[config.mk]
export PLATFORM = sky130hd
export DESIGN_NAME = line_clear_ctrl
export DESIGN_NICKNAME = d
export VERILOG_FILES = /design/src/rtl/line_clear_ctrl_pkg.sv /design/src/rtl/line_clear_ctrl_row_full_detect.sv /design/src/rtl/line_clear_ctrl.sv
export SDC_FILE = /design/constraint.sdc
export NUM_CORES = 1
export LEC_CHECK = 0
export CORE_UTILIZATION = 40
export DETAILED_ROUTE_END_ITERATION = 7
export MAX_ROUTING_LAYER = met4
export PLACE_DENSITY = 0.71
export SETUP_SLACK_MARGIN = 0.02
export SLEW_MARGIN = 20
export SYNTH_ARGS = -nofsm -noshare
export SYNTH_HDL_FRONTEND = slang
export SYNTH_SLANG_ARGS = --single-unit
[constraint.sdc]
create_clock -name Clk -period 5.3 [get_ports Clk]
set_clock_uncertainty 0.1 [all_clocks]
set_input_delay 0.795 -clock Clk [delete_from_list [all_inputs] [get_ports Clk]]
set_output_delay 0.795 -clock Clk [all_outputs]
set_load 0.01 [all_outputs]
[src/rtl/line_clear_ctrl_pkg.sv]
// Shared types and constants for the line-clear engine.
//   block_color  : 3-bit cell colour, EMPTY = 0
//   board_row_t  : one playfield row, X_SIZE cells
//   X_SIZE, Y_SIZE, ROW_W : board geometry and row address width
//   ST_*         : controller state encodings
//   empty_row()  : a row with every cell EMPTY
package line_clear_ctrl_pkg;

    localparam int X_SIZE = 10;
    localparam int Y_SIZE = 20;
    localparam int ROW_W  = 5;

    typedef enum logic [2:0] {
        EMPTY  = 3'd0,
        CYAN   = 3'd1,
        YELLOW = 3'd2,
        PURPLE = 3'd3,
        GREEN  = 3'd4,
        RED    = 3'd5,
        BLUE   = 3'd6,
        ORANGE = 3'd7
    } block_color;

    typedef block_color [X_SIZE-1:0] board_row_t;

    localparam logic [1:0] ST_IDLE = 2'd0;
    localparam logic [1:0] ST_SCAN = 2'd1;
    localparam logic [1:0] ST_FILL = 2'd2;
    localparam logic [1:0] ST_DONE = 2'd3;

    function automatic board_row_t empty_row();
        board_row_t r;
        for (int i = 0; i < X_SIZE; i++) begin
            r[i] = EMPTY;
        end
        return r;
    endfunction

endpackage

[src/rtl/line_clear_ctrl_row_full_detect.sv]
// Combinational full-row detector.
//   row_i  : one board row
//   full_o : 1 when every cell of row_i is not EMPTY
module row_full_detect
    import line_clear_ctrl_pkg::*;
(
    input  board_row_t row_i,
    output logic       full_o
);

    always_comb begin
        full_o = 1'b1;
        for (int i = 0; i < X_SIZE; i++) begin
            if (row_i[i] == EMPTY) begin
                full_o = 1'b0;
            end
        end
    end

endmodule

[src/rtl/line_clear_ctrl.sv]
// Sequential line-clear engine. Scans the board bottom to top one row per
// cycle, drops full rows, compacts the survivors downward and refills the
// vacated top rows with EMPTY.
//   Clk, Reset     : clock, asynchronous active-high reset
//   start          : one-cycle pass request, sampled only in IDLE
//   busy           : high while a pass is running (SCAN, FILL, DONE)
//   done           : one-cycle pulse when the board is consistent again
//   rd_row/rd_data : board read port, data returns one cycle after address
//   wr_en/wr_row/wr_data : board write port
//   lines_cleared  : rows removed by the last pass, valid from done
//   total_lines    : saturating running total of lines_cleared
// Handshake: start is a request pulse with no ready; it is only honoured
// when busy is low, otherwise it is dropped. done closes the pass.
module line_clear_ctrl
    import line_clear_ctrl_pkg::*;
#(
    parameter int CNT_W = 16  // assumed >= ROW_W
) (
    input  logic             Clk,
    input  logic             Reset,
    input  logic             start,
    output logic             busy,
    output logic             done,
    output logic [ROW_W-1:0] rd_row,
    input  board_row_t       rd_data,
    output logic             wr_en,
    output logic [ROW_W-1:0] wr_row,
    output board_row_t       wr_data,
    output logic [ROW_W-1:0] lines_cleared,
    output logic [CNT_W-1:0] total_lines
);

    logic [1:0]       state_q,   state_d;
    logic [ROW_W-1:0] rd_row_q,  rd_row_d;
    logic             iss_q,     iss_d;      // a read is being issued this cycle
    logic [ROW_W-1:0] src_q,     src_d;      // row whose data is on rd_data
    logic             src_vld_q, src_vld_d;
    logic [ROW_W-1:0] wr_ptr_q,  wr_ptr_d;
    logic [ROW_W-1:0] count_q,   count_d;
    logic [ROW_W-1:0] lines_q,   lines_d;
    logic [CNT_W-1:0] total_q,   total_d;
    logic [CNT_W:0]   sum;
    logic             row_full;

    row_full_detect u_full (
        .row_i  (rd_data),
        .full_o (row_full)
    );

    always_comb begin
        state_d   = state_q;
        rd_row_d  = rd_row_q;
        iss_d     = iss_q;
        src_d     = src_q;
        src_vld_d = src_vld_q;
        wr_ptr_d  = wr_ptr_q;
        count_d   = count_q;
        lines_d   = lines_q;
        total_d   = total_q;
        sum       = '0;
        wr_en     = 1'b0;
        wr_data   = empty_row();

        case (state_q)
            ST_IDLE: begin
                if (start) begin
                    state_d   = ST_SCAN;
                    rd_row_d  = ROW_W'(Y_SIZE - 1);
                    iss_d     = 1'b1;
                    src_vld_d = 1'b0;
                    wr_ptr_d  = ROW_W'(Y_SIZE - 1);
                    count_d   = '0;
                end
            end

            ST_SCAN: begin
                // Issue stage: walk rd_row up to row 0 and then hold it.
                src_d     = rd_row_q;
                src_vld_d = iss_q;
                if (iss_q) begin
                    if (rd_row_q == '0) begin
                        iss_d = 1'b0;
                    end else begin
                        rd_row_d = rd_row_q - 1'b1;
                    end
                end

                // Evaluate stage: rd_data belongs to src_q.
                if (src_vld_q) begin
                    if (row_full) begin
                        count_d = count_q + 1'b1;
                    end else begin
                        wr_en   = (src_q != wr_ptr_q);
                        wr_data = rd_data;
                        if (wr_ptr_q != '0) begin
                            wr_ptr_d = wr_ptr_q - 1'b1;
                        end
                    end
                    if (src_q == '0) begin
                        state_d = (count_d == '0) ? ST_DONE : ST_FILL;
                    end
                end
            end

            // After the scan wr_ptr sits exactly at count-1, the lowest
            // vacated row, so it doubles as the fill pointer.
            ST_FILL: begin
                wr_en = 1'b1;
                if (wr_ptr_q == '0) begin
                    state_d = ST_DONE;
                end else begin
                    wr_ptr_d = wr_ptr_q - 1'b1;
                end
            end

            ST_DONE: begin
                state_d = ST_IDLE;
            end

            default: begin
                state_d = ST_IDLE;
            end
        endcase

        // Results are published on entry to DONE so they are valid with done.
        if (state_d == ST_DONE && state_q != ST_DONE) begin
            lines_d = count_d;
            sum     = {1'b0, total_q} + (CNT_W + 1)'(count_d);
            total_d = sum[CNT_W] ? {CNT_W{1'b1}} : sum[CNT_W-1:0];
        end
    end

    always_ff @(posedge Clk or posedge Reset) begin
        if (Reset) begin
            state_q   <= ST_IDLE;
            rd_row_q  <= '0;
            iss_q     <= 1'b0;
            src_q     <= '0;
            src_vld_q <= 1'b0;
            wr_ptr_q  <= '0;
            count_q   <= '0;
            lines_q   <= '0;
            total_q   <= '0;
        end else begin
            state_q   <= state_d;
            rd_row_q  <= rd_row_d;
            iss_q     <= iss_d;
            src_q     <= src_d;
            src_vld_q <= src_vld_d;
            wr_ptr_q  <= wr_ptr_d;
            count_q   <= count_d;
            lines_q   <= lines_d;
            total_q   <= total_d;
        end
    end

    assign busy          = (state_q != ST_IDLE);
    assign done          = (state_q == ST_DONE);
    assign rd_row        = rd_row_q;
    assign wr_row        = wr_ptr_q;
    assign lines_cleared = lines_q;
    assign total_lines   = total_q;

endmodule

==> flow_summary.toml <==
[place]
gp_congestion = 0.785
dpl_worst_slack_ns = 0.210
numPortBuffers = 96
dp_hpwl_um = 5650
dpl_cell_area_um2 = 4140

[detailed_routing]
drcViolationCount = 0
vias = 2699
dr.pass1.iters = 4
wire_per_inst_um = 14.2
via_per_inst = 5.19
drtAntennaViolNets = 0
finalWirelength_um = 7390
drtIter0Drc = 126

[setup_path]
slowest_stage = "or3_1"
endpoint_kind = "register"
reg2reg_slack_ns = 1.30
cp_num_buf_inv = 3
r2r_cells = 14
critPathRequiredTime_ns = 5.43
path_delay_family = "simple AND/OR/NAND/NOR gates"
timing.rr.end = "total_lines[5]"
crit_chain = "clkdlybuf4s50_1 -> nor3_1 -> or3_1 -> nor4_4 -> and2_1 -> nand2_1 -> xor2_1 -> o21ai_0 -> ha_1 -> inv_1 -> fa_1 -> inv_1 -> a21oi_1 -> o21bai_1 -> a21oi_1 -> or3_1 -> nor2b_1 -> a31oi_1"
start_kind = "input port"
worstSetupPathType = "input port to register"
r2r_start = "state_q[1]"
cp.arrival_ns = 4.84
crit_fanout = 15
slowest_delay_ns = 0.58

[power]
power.total_w = 0.00164
p_sw_share_pct = 39.4
p_int_w = 0.000994
p_sw_w = 0.000646
p_clk_share_pct = 16.5
power_frac_seq_pct = 34.1
p_leak_nw = 1.80
combinationalPowerShare_pct = 49.3
worst_ir_drop_vdd_uv = 164
powerDensity_nw_per_um2 = 385

[global_route]
grtUsageMet3_pct = 3.42
overflow = 0
antenna_found_initial = 0
grt_pass1_wl_um = 11800
grt_pass1_vias = 2557
grt_max_degree = 46
top_usage_layer = "met2"
grt.total_usage_pct = 19.8
met1_usage_pct = 23.0
grtUsageMet2_pct = 34.1

[synth]
synth_area_um2 = 3060
ys_seq_area_share_pct = 36.8
post_synth_num_cell_types = 60
syn_inst = 321
yosys_most_used_dff = "dfrtp_1"
netlist_top_cells_area = "dfrtp_1, and2_1, ha_1, nor2_1, mux2_2"
syn_avg_cell_area_um2 = 9.54
yosysTopAreaCellShare_pct = 36.8
syn-num-nets = 370
synth_edf_count = 0
synth_warnings = 0
yosysTopAreaCell = "dfrtp_1"
ys_ff_latch = 45
synthArstFlopShare_pct = 100

[sta]
clock.fmax_mhz = 212
drv_slew = 0
hold_viol_final = 0
relSlewSlack_pct = 56.6
final-setup-viol-count = 0
hold_ws_ns = 0.419
fin_tns_setup_ns = 0
fin_ws_ns = 0.589
fin_crit_ns = 4.71
tightestPinTransition_ns = 0.651
finalCritPeriodShare_pct = 88.9
rsz0062_at_grt = "no"

[clock_network]
cts_hold_buf = 0
cts_htree_levels = 2
cts_buffers = 5
root_buffer = "clkbuf_8"
postCtsSetupRepairBufs = 0
cts_resized = 0
cts_max_path_buffers = 2
clk_pin_slew_ns = 0.09
clk_latency_ns = 0.30
clkSinkCount = 45
cts_tree = "built"

[floorplanning]
die_w_um = 89.5
io_pins = 97
rows = 31
die_h_um = 89.5
initial_core_util_pct = 41.8
dieArea_um2 = 8010
core_um2 = 7330

[hold_path]
holdPathStages = 1
hold_path_end = "lines_cleared[2]"
hold_path_class = "register to register"
hold_start = "lines_cleared[2]"

[finish]
seq_area_um2 = 1130
fill_cells = 636
final_cell_mix = "clkdlybuf4s50_1, dfrtp_1, and2_1"
drive_gt1_share_pct = 11.4
final_cell_area_um2 = 4260
area_growth_pct = 39.0
num_antenna_cells = 0
final_common_cell = "clkdlybuf4s50_1"
nNetsFinal = 469
multi_input_area_um2 = 1800

[run]
cap_violations = 0

[outcome]
status = "finished, final reports clean"
-- cells in the mapped netlist, drive strengths merged (4+ instances only) --
| cell | n |
|---|---|
| clkbuf | 7 |
| nand3 | 6 |
| xor2 | 8 |
| o21ai | 19 |
| nor2 | 27 |
| inv | 19 |
| a31oi | 8 |
| nand2 | 19 |
| mux2 | 17 |
| a21oi | 17 |
| and2 | 33 |
| nor3b | 4 |
| xnor2 | 9 |
| nand4 | 5 |
| buf | 4 |
| ha | 15 |
| or3 | 4 |
| dfrtp | 45 |
| nor4 | 5 |
| nor3 | 12 |
-- through the flow --
| step | util, % | instances |
|---|---|---|
| 3_3_place_gp | 56.4 | 512 |
| 3_5_place_dp | 56.4 | 512 |
| 6_report | 58.1 | 520 |
| 5_1_grt | 58.1 | 520 |
| 4_1_cts | 58.1 | 520 |
| 2_1_floorplan | - | 321 |
-- final cells by class --
type	instances	area share [%]
well taps	99	2.91
clock inverters	2	0.882
flip-flops and latches	45	26.5
clock buffers	6	1.94
inverters	19	1.68
repair buffers	103	23.8
multi-input cells	246	42.3
-- per-layer routing --
layer,wire length (um),vias up,part of all wire [%]
met4,107,0,1.4
met3,537,10,7.3
met1,3230,1255,44
met5,0,-,0
li1,-,1329,-
met2,3520,105,48
-- registers in the layout (all words and copies together) (netlist names) --
name,count
iss_q,1
src_q,5
count_q,5
src_vld_q,1
rd_row,5
lines_cleared,5
state_q,2
wr_row,5
total_lines,16
-- cells by family after synthesis --
| group | count (synthesis) | synth area share (%) |
|---|---|---|
| multiplexers | 18 | 6.95 |
| XOR/XNOR | 17 | 4.86 |
| AND/OR/NAND/NOR | 129 | 24.7 |
| flip-flops | 45 | 36.8 |
| adder cells (fa/ha/maj) | 16 | 6.78 |
| buffers and inverters | 30 | 4.37 |
| AO/OA/AOI/OAI | 66 | 15.6 |
-- worst reg2reg max path, cell delays in order (launching register included) --
cell,delay [ns]
dfrtp_1,0.43
inv_1,0.13
ha_1,0.59
inv_1,0.21
o21ai_0,0.35
ha_1,0.24
inv_1,0.06
fa_1,0.39
inv_1,0.07
a21oi_1,0.05
o21bai_1,0.20
a21oi_1,0.12
or3_1,0.58
nor2b_1,0.25
a31oi_1,0.16
-- worst max-delay path by stage --
stage	to	start	depth (start not counted)
3_5_place_dp	total_lines[5]	rd_data[16]	18
5_1_grt	total_lines[7]	rd_data[16]	19
4_1_cts	total_lines[5]	rd_data[16]	18
6_report	total_lines[5]	rd_data[16]	18
3_3_place_gp	total_lines[5]	rd_data[16]	18
2_1_floorplan	total_lines[11]	rd_data[17]	19
-- power by group through the flow --
stage / sequential, W / combinational [W] / clock (W)
2_1_floorplan: 0.000552 / 0.000500 / 0
3_3_place_gp: 0.000562 / 0.000800 / 0
3_5_place_dp: 0.000567 / 0.000812 / 0
4_1_cts: 0.000560 / 0.000816 / 0.000280
5_1_grt: 0.000578 / 0.000903 / 0.000294
6_report: 0.000560 / 0.000809 / 0.000271
No activity file was read; power rests on OpenSTA's default activity.
